**src/rtl/fpalu_pkg.sv**
```systemverilog
// Shared FP sequencer definitions: opcode encodings, FSM states, flag layout.
// Pure declarations; no timing or flow control of its own.
package fpalu_pkg;

  localparam int FOPNULL   = 0;
  localparam int FOPADD    = 1;
  localparam int FOPSUB    = 2;
  localparam int FOPMUL    = 3;
  localparam int FOPDIV    = 4;
  localparam int FOPSQRT   = 5;
  localparam int FOPABS    = 6;
  localparam int FOPNEG    = 7;
  localparam int FOPCEQ    = 8;
  localparam int FOPCLT    = 9;
  localparam int FOPCLE    = 10;
  localparam int FOPSGNJ   = 11;
  localparam int FOPSGNJN  = 12;
  localparam int FOPSGNJX  = 13;
  localparam int FOPMIN    = 14;
  localparam int FOPMAX    = 15;
  localparam int FOPMOV    = 16;
  localparam int FOPCVTSW  = 17;
  localparam int FOPCVTSWU = 18;
  localparam int FOPCVTWS  = 19;
  localparam int FOPCVTWUS = 20;

  localparam int FLAG_NAN  = 3;
  localparam int FLAG_ZERO = 2;
  localparam int FLAG_OVF  = 1;
  localparam int FLAG_UNF  = 0;

  typedef struct packed {
    logic nan;
    logic zero;
    logic ovf;
    logic unf;
  } flags_t;

  typedef enum logic [1:0] {
    ST_IDLE,
    ST_RUN,
    ST_DONE
  } state_t;

endpackage

```
**src/rtl/fpalu_lat_lut.sv**
```systemverilog
// Opcode -> cycle-count lookup for the FP sequencer.
// Combinational, zero latency; no flow control. Unlisted opcodes take LAT_SIMPLE.
module fpalu_lat_lut
  import fpalu_pkg::*;
#(
  parameter int CTRL_W     = 5,
  parameter int CNT_W      = 5,
  parameter int LAT_ADDSUB = 8,
  parameter int LAT_MUL    = 6,
  parameter int LAT_DIV    = 7,
  parameter int LAT_SQRT   = 17,
  parameter int LAT_CVT    = 7,
  parameter int LAT_SIMPLE = 1
) (
  input  logic [CTRL_W-1:0] control,
  output logic [CNT_W-1:0]  lat
);

  always_comb begin
    lat = CNT_W'(LAT_SIMPLE);
    case (int'(control))
      FOPADD, FOPSUB:                          lat = CNT_W'(LAT_ADDSUB);
      FOPMUL:                                  lat = CNT_W'(LAT_MUL);
      FOPDIV:                                  lat = CNT_W'(LAT_DIV);
      FOPSQRT:                                 lat = CNT_W'(LAT_SQRT);
      FOPCVTSW, FOPCVTSWU, FOPCVTWS, FOPCVTWUS: lat = CNT_W'(LAT_CVT);
      default:                                 lat = CNT_W'(LAT_SIMPLE);
    endcase
  end

endmodule

```
**src/rtl/fpalu_seq.sv**
```systemverilog
// Multicycle sequencer between FP execute and FP units; optional sticky flags via FPALU_STICKY_FLAGS_EN.
// Latency: response valid exactly LAT(op) cycles after the accepting edge.
// Backpressure: one op in flight; req_ready only when idle, result held until resp_ready.
module fpalu_seq
  import fpalu_pkg::*;
#(
  parameter int WIDTH      = 32,
  parameter int CTRL_W     = 5,
  parameter int CNT_W      = 5,
  parameter int LAT_ADDSUB = 8,
  parameter int LAT_MUL    = 6,
  parameter int LAT_DIV    = 7,
  parameter int LAT_SQRT   = 17,
  parameter int LAT_CVT    = 7,
  parameter int LAT_SIMPLE = 1
) (
  input  logic              iclock,
  input  logic              ireset_n,
  input  logic              ireq_valid,
  output logic              oreq_ready,
  input  logic [CTRL_W-1:0] icontrol,
  input  logic [WIDTH-1:0]  idataa,
  input  logic [WIDTH-1:0]  idatab,
  output logic [CTRL_W-1:0] ounit_control,
  output logic [WIDTH-1:0]  ounit_dataa,
  output logic [WIDTH-1:0]  ounit_datab,
  input  logic [WIDTH-1:0]  iunit_result,
  input  logic [3:0]        iunit_flags,
  output logic              oresp_valid,
  input  logic              iresp_ready,
  output logic [WIDTH-1:0]  oresult,
  output logic [3:0]        oflags,
  input  logic              iflags_clr,
  output logic [3:0]        osticky_flags
);

  localparam int CNT_MAX = (1 << CNT_W) - 1;

  // Every latency must be nonzero and fit the down-counter.
  if (LAT_ADDSUB < 1 || LAT_ADDSUB > CNT_MAX || LAT_MUL  < 1 || LAT_MUL  > CNT_MAX ||
      LAT_DIV    < 1 || LAT_DIV    > CNT_MAX || LAT_SQRT < 1 || LAT_SQRT > CNT_MAX ||
      LAT_CVT    < 1 || LAT_CVT    > CNT_MAX || LAT_SIMPLE < 1 || LAT_SIMPLE > CNT_MAX) begin : g_lat_check
    $error("fpalu_seq: every LAT_* must be >= 1 and < 2**CNT_W");
  end

  state_t            state, state_nxt;
  logic [CNT_W-1:0]  cnt;
  logic [CNT_W-1:0]  op_lat;
  logic              accept;
  logic              capture;
  flags_t            flags_q;

  fpalu_lat_lut #(
    .CTRL_W     (CTRL_W),
    .CNT_W      (CNT_W),
    .LAT_ADDSUB (LAT_ADDSUB),
    .LAT_MUL    (LAT_MUL),
    .LAT_DIV    (LAT_DIV),
    .LAT_SQRT   (LAT_SQRT),
    .LAT_CVT    (LAT_CVT),
    .LAT_SIMPLE (LAT_SIMPLE)
  ) u_lat_lut (
    .control (icontrol),
    .lat     (op_lat)
  );

  assign accept  = (state == ST_IDLE) && ireq_valid;
  assign capture = (state == ST_RUN) && (cnt == CNT_W'(1));
  assign oflags  = flags_q;

  always_comb begin
    state_nxt   = state;
    oreq_ready  = 1'b0;
    oresp_valid = 1'b0;
    case (state)
      ST_IDLE: begin
        oreq_ready = 1'b1;
        if (ireq_valid) state_nxt = ST_RUN;
      end
      ST_RUN: begin
        if (cnt == CNT_W'(1)) state_nxt = ST_DONE;
      end
      ST_DONE: begin
        oresp_valid = 1'b1;
        if (iresp_ready) state_nxt = ST_IDLE;
      end
      default: state_nxt = ST_IDLE;
    endcase
  end

  always_ff @(posedge iclock or negedge ireset_n) begin
    if (!ireset_n) state <= ST_IDLE;
    else           state <= state_nxt;
  end

  // Operands stay on the unit ports until the next accept, not just while running.
  always_ff @(posedge iclock or negedge ireset_n) begin
    if (!ireset_n) begin
      cnt           <= '0;
      ounit_control <= '0;
      ounit_dataa   <= '0;
      ounit_datab   <= '0;
      oresult       <= '0;
      flags_q       <= '0;
    end else begin
      if (accept) begin
        cnt           <= op_lat;
        ounit_control <= icontrol;
        ounit_dataa   <= idataa;
        ounit_datab   <= idatab;
      end else if (state == ST_RUN) begin
        cnt <= cnt - CNT_W'(1);
      end
      if (capture) begin
        oresult <= iunit_result;
        flags_q <= iunit_flags;
      end
    end
  end

`ifdef FPALU_STICKY_FLAGS_EN
  logic       resp_hs;
  logic [3:0] sticky_q;

  assign resp_hs       = (state == ST_DONE) && iresp_ready;
  assign osticky_flags = sticky_q;

  // A clear landing on a handshake keeps only that response's flags.
  always_ff @(posedge iclock or negedge ireset_n) begin
    if (!ireset_n)       sticky_q <= '0;
    else if (resp_hs)    sticky_q <= (iflags_clr ? 4'b0 : sticky_q) | flags_q;
    else if (iflags_clr) sticky_q <= '0;
  end
`else
  logic unused_flags_clr;
  assign unused_flags_clr = iflags_clr;
  assign osticky_flags    = '0;
`endif

endmodule

```
**config.mk**
```make
export PLATFORM = sky130hd
export DESIGN_NAME = fpalu_seq
export DESIGN_NICKNAME = d
export VERILOG_FILES = /design/src/rtl/fpalu_pkg.sv /design/src/rtl/fpalu_lat_lut.sv /design/src/rtl/fpalu_seq.sv
export SDC_FILE = /design/constraint.sdc
export NUM_CORES = 1
export LEC_CHECK = 0
export CAP_MARGIN = 15
export CORE_UTILIZATION = 44
export CTS_CLUSTER_DIAMETER = 120
export CTS_CLUSTER_SIZE = 30
export DETAILED_ROUTE_END_ITERATION = 16
export MAX_ROUTING_LAYER = met4
export PLACE_DENSITY = 0.87
export SYNTH_ARGS = -nofsm -noshare
export SYNTH_HDL_FRONTEND = slang
export SYNTH_SLANG_ARGS = --single-unit
```
**constraint.sdc**
```tcl
create_clock -name iclock -period 2.3 [get_ports iclock]
set_input_delay 0.23 -clock iclock [delete_from_list [all_inputs] [get_ports iclock]]
set_output_delay 0.23 -clock iclock [all_outputs]
set_load 0.05 [all_outputs]
```
==> results.json <==
{
  "synth_async_sr_flop_share_pct": 100,
  "grt_start_max_net_pins": 57,
  "gr-usage-all-layers_pct": 20.9,
  "antenna_found_initial": 0,
  "setup_viol_count_final": 0,
  "critical_path_peak_fanout": 9,
  "ys.flop_type": "sky130_fd_sc_hd__dfrtp_1",
  "dpl.hpwl_microns": 7950,
  "fp-row-count": 36,
  "end_kind": "output port",
  "globalplace.congestion": 0.767,
  "cp_slowest_stage_delay_ns": 0.81,
  "synth-seq-area-share_pct": 60.9,
  "syn_area_per_cell_sq_um": 16.4,
  "worst_setup_hold_path_clk_slew_ns": 0.10,
  "setup-tns-final_ns": 0,
  "flow.area_growth_from_synthesis_pct": 54.1,
  "count_of_mapped_cells_out_of_synthesis": 281,
  "cts_tree": "built",
  "min-delay-path-class": "input pin to asynchronous set/reset pin",
  "core_area_sq_mm": 0.00995,
  "syn-cell-area_sq_mm": 0.00460,
  "nNetsFinal": 615,
  "timing.critical_path.arrival_ns": 1.95,
  "tritoncts_num_sinks": 112,
  "yosys_warnings": 0,
  "clock_tree.htree_level_count": 3,
  "ios": 221,
  "route.vias.total": 3125,
  "yosys-top-cells-area": "sky130_fd_sc_hd__dfrtp_1 (61%), sky130_fd_sc_hd__mux2_2 (19%), sky130_fd_sc_hd__mux2_4 (9.5%), sky130_fd_sc_hd__buf_6 (1.7%), sky130_fd_sc_hd__ha_1 (1.6%)",
  "setup.worst_path.class": "flop to output port",
  "post_drt_wl_per_cell_microns": 16.5,
  "cp_top_family": "buffers and inverters",
  "synth_largest_area_cell": "sky130_fd_sc_hd__dfrtp_1",
  "wirelength_microns": 10500,
  "max_cap_violations": 0,
  "io_buffer_count": 215,
  "critPathLaunchType": "flop",
  "grt_use_met1_pct": 25.4,
  "startpoint_of_the_worst_register_to_register_path": "state[0]",
  "die_area_sq_mm": 0.0109,
  "run_status": "finished, final reports clean",
  "insertedDiodeCount": 0,
  "die_height_microns": 104,
  "clock-root-buffer": "sky130_fd_sc_hd__clkbuf_8",
  "yosys.cell_types.count": 33,
  "grt_setup_unrepaired": "false",
  "clock_skew_ns": 0.00761,
  "worst-endpoint-required_ns": 2.07,
  "grt_pass1_vias": 3379,
  "cp-startpoint": "state[0]",
  "drt_iter0_markers": 99,
  "grt_use_met2_pct": 34.4,
  "period_minus_slack_ns": 2.18,
  "drc_errors": 0,
  "final_max_slew_viol_count": 0,
  "cts-buffers-inserted": 9,
  "clock_latency_ns": 0.35,
  "vias_per_cell": 4.91,
  "worstPathCellList": "nand2b_1 -> inv_1 -> clkdlybuf4s50_1",
  "chipWidth_microns": 104,
  "maximum_clock_rate_ghz": 0.459,
  "crit_buf_inv": 2,
  "antenna_violating_nets_post_route": 0,
  "hold_viol_final": 0,
  "fraction_of_final_layout_cells_with_drive_strength_greater_than_1_pct": 26.2,
  "grt_first_pass_wirelength_microns": 17400,
  "global_route.overflow_total": 0,
  "synth_seq_cells": 112,
  "post_synth_edffs": 0,
  "worst-slew-pin-transition_ns": 0.588,
  "maxSlewHeadroom_pct": 60.8,
  "post-route-period-util_pct": 94.8,
  "cp_slowest_cell": "sky130_fd_sc_hd__clkdlybuf4s50_1",
  "initial_utilization_pct": 46.2,
  "globalRoute.busiestLayer": "met2",
  "drt_pre_antenna_iters": 4,
  "netlist.area_leader.share_pct": 60.9,
  "cts-root-to-sink-buffers": 2,
  "grt.met3_usage_pct": 4.39
}
-- cells in the mapped netlist, types with 2 or more instances --
| master | n |
|---|---|
| sky130_fd_sc_hd__inv_1 | 8 |
| sky130_fd_sc_hd__nor2_1 | 3 |
| sky130_fd_sc_hd__buf_4 | 7 |
| sky130_fd_sc_hd__mux2_4 | 29 |
| sky130_fd_sc_hd__dfrtp_1 | 112 |
| sky130_fd_sc_hd__o21ai_0 | 2 |
| sky130_fd_sc_hd__buf_6 | 7 |
| sky130_fd_sc_hd__nand3_1 | 3 |
| sky130_fd_sc_hd__mux2_2 | 78 |
| sky130_fd_sc_hd__ha_1 | 6 |
| sky130_fd_sc_hd__nand2_1 | 2 |
| sky130_fd_sc_hd__buf_2 | 3 |
-- layout by cell type, fill, tap and decap left out, types with 2 or more instances in the layout --
master and instances:
sky130_fd_sc_hd__inv_1 8, sky130_fd_sc_hd__nand2_1 2, sky130_fd_sc_hd__dfrtp_1 112, sky130_fd_sc_hd__mux2_2 78
sky130_fd_sc_hd__mux2_4 29, sky130_fd_sc_hd__clkbuf_8 13, sky130_fd_sc_hd__clkdlybuf4s50_1 214, sky130_fd_sc_hd__o21ai_0 2
sky130_fd_sc_hd__buf_12 3, sky130_fd_sc_hd__nand3_1 3, sky130_fd_sc_hd__conb_1 4, sky130_fd_sc_hd__ha_1 6
sky130_fd_sc_hd__nor2_1 3, sky130_fd_sc_hd__buf_4 3
-- final cells by class --
class	instances	area, sq um
inverter	8	30.0
clock inverter	2	35.0
multi-input combinational	147	1640
timing repair buffer	221	2230
tap	133	166
fill	668	2860
sequential	112	2800
clock buffer	14	183
-- final timing paths --
path	endpoint	slack, ns	cells after the start
worst max-delay path	oresp_valid	0.12	3
worst min-delay path	oresult[18]	0.41	2
worst max register to register	oresult[16]	0.34	4
worst min register to register	ounit_datab[28]	0.50	1
max in group asynchronous	oresult[15]	1.17	3
min in group iclock	state[1]	0.45	2
-- what timing repair did --
| action | CTS | global route |
|---|---|---|
| endpoints found under the hold margin | 44 | 0 |
| setup buffers | 0 | 0 |
| gates resized for setup | 0 | 0 |
| hold buffers | 1 | 0 |
| endpoints found under the setup margin | 0 | 0 |
-- routing by layer --
metal / share of wire, % / vias up
li1: - / 1415
met1: 41 / 1545
met2: 51 / 151
met3: 6.5 / 14
met4: 1.6 / 0
met5: 0 / -
-- registers in the layout, indices dropped and copies added (netlist names) --
register,flops
oresult,32
ounit_dataa,32
ounit_datab,32
cnt,5
ounit_control,5
oflags,4
state,2
-- logic make-up after synthesis --
group                      after synthesis  share of synthesized area (%)
adders and majority gates                6                           1.63
buffers and inverters                   25                           3.83
xor gates and xnor gates                 1                          0.190
muxes                                  108                           28.8
DFF                                    112                           60.9
other                                    1                         0.0815
AOI/OAI and AO/OA                       11                           1.71
and+or+nand+nor                         17                           2.83
-- metrics by stage --
stage | hold WS (ns) | instance area, sq um | std cells | util [%] | worst slack, ns
floorplan | -0.0656 | 4610 | 284 | - | 0.793
global placement | 0.262 | 6860 | 620 | 68.9 | 0.432
detailed placement | 0.272 | 6860 | 620 | 68.9 | 0.367
CTS | 0.416 | 7090 | 637 | 71.2 | 0.0985
global route | 0.457 | 7090 | 637 | 71.2 | 0.0213
finish | 0.409 | 7090 | 637 | 71.2 | 0.120
Power is left out: the tool's default activity adds up to more than one toggle a clock period on the data nets, which glitch-free logic cannot reach.
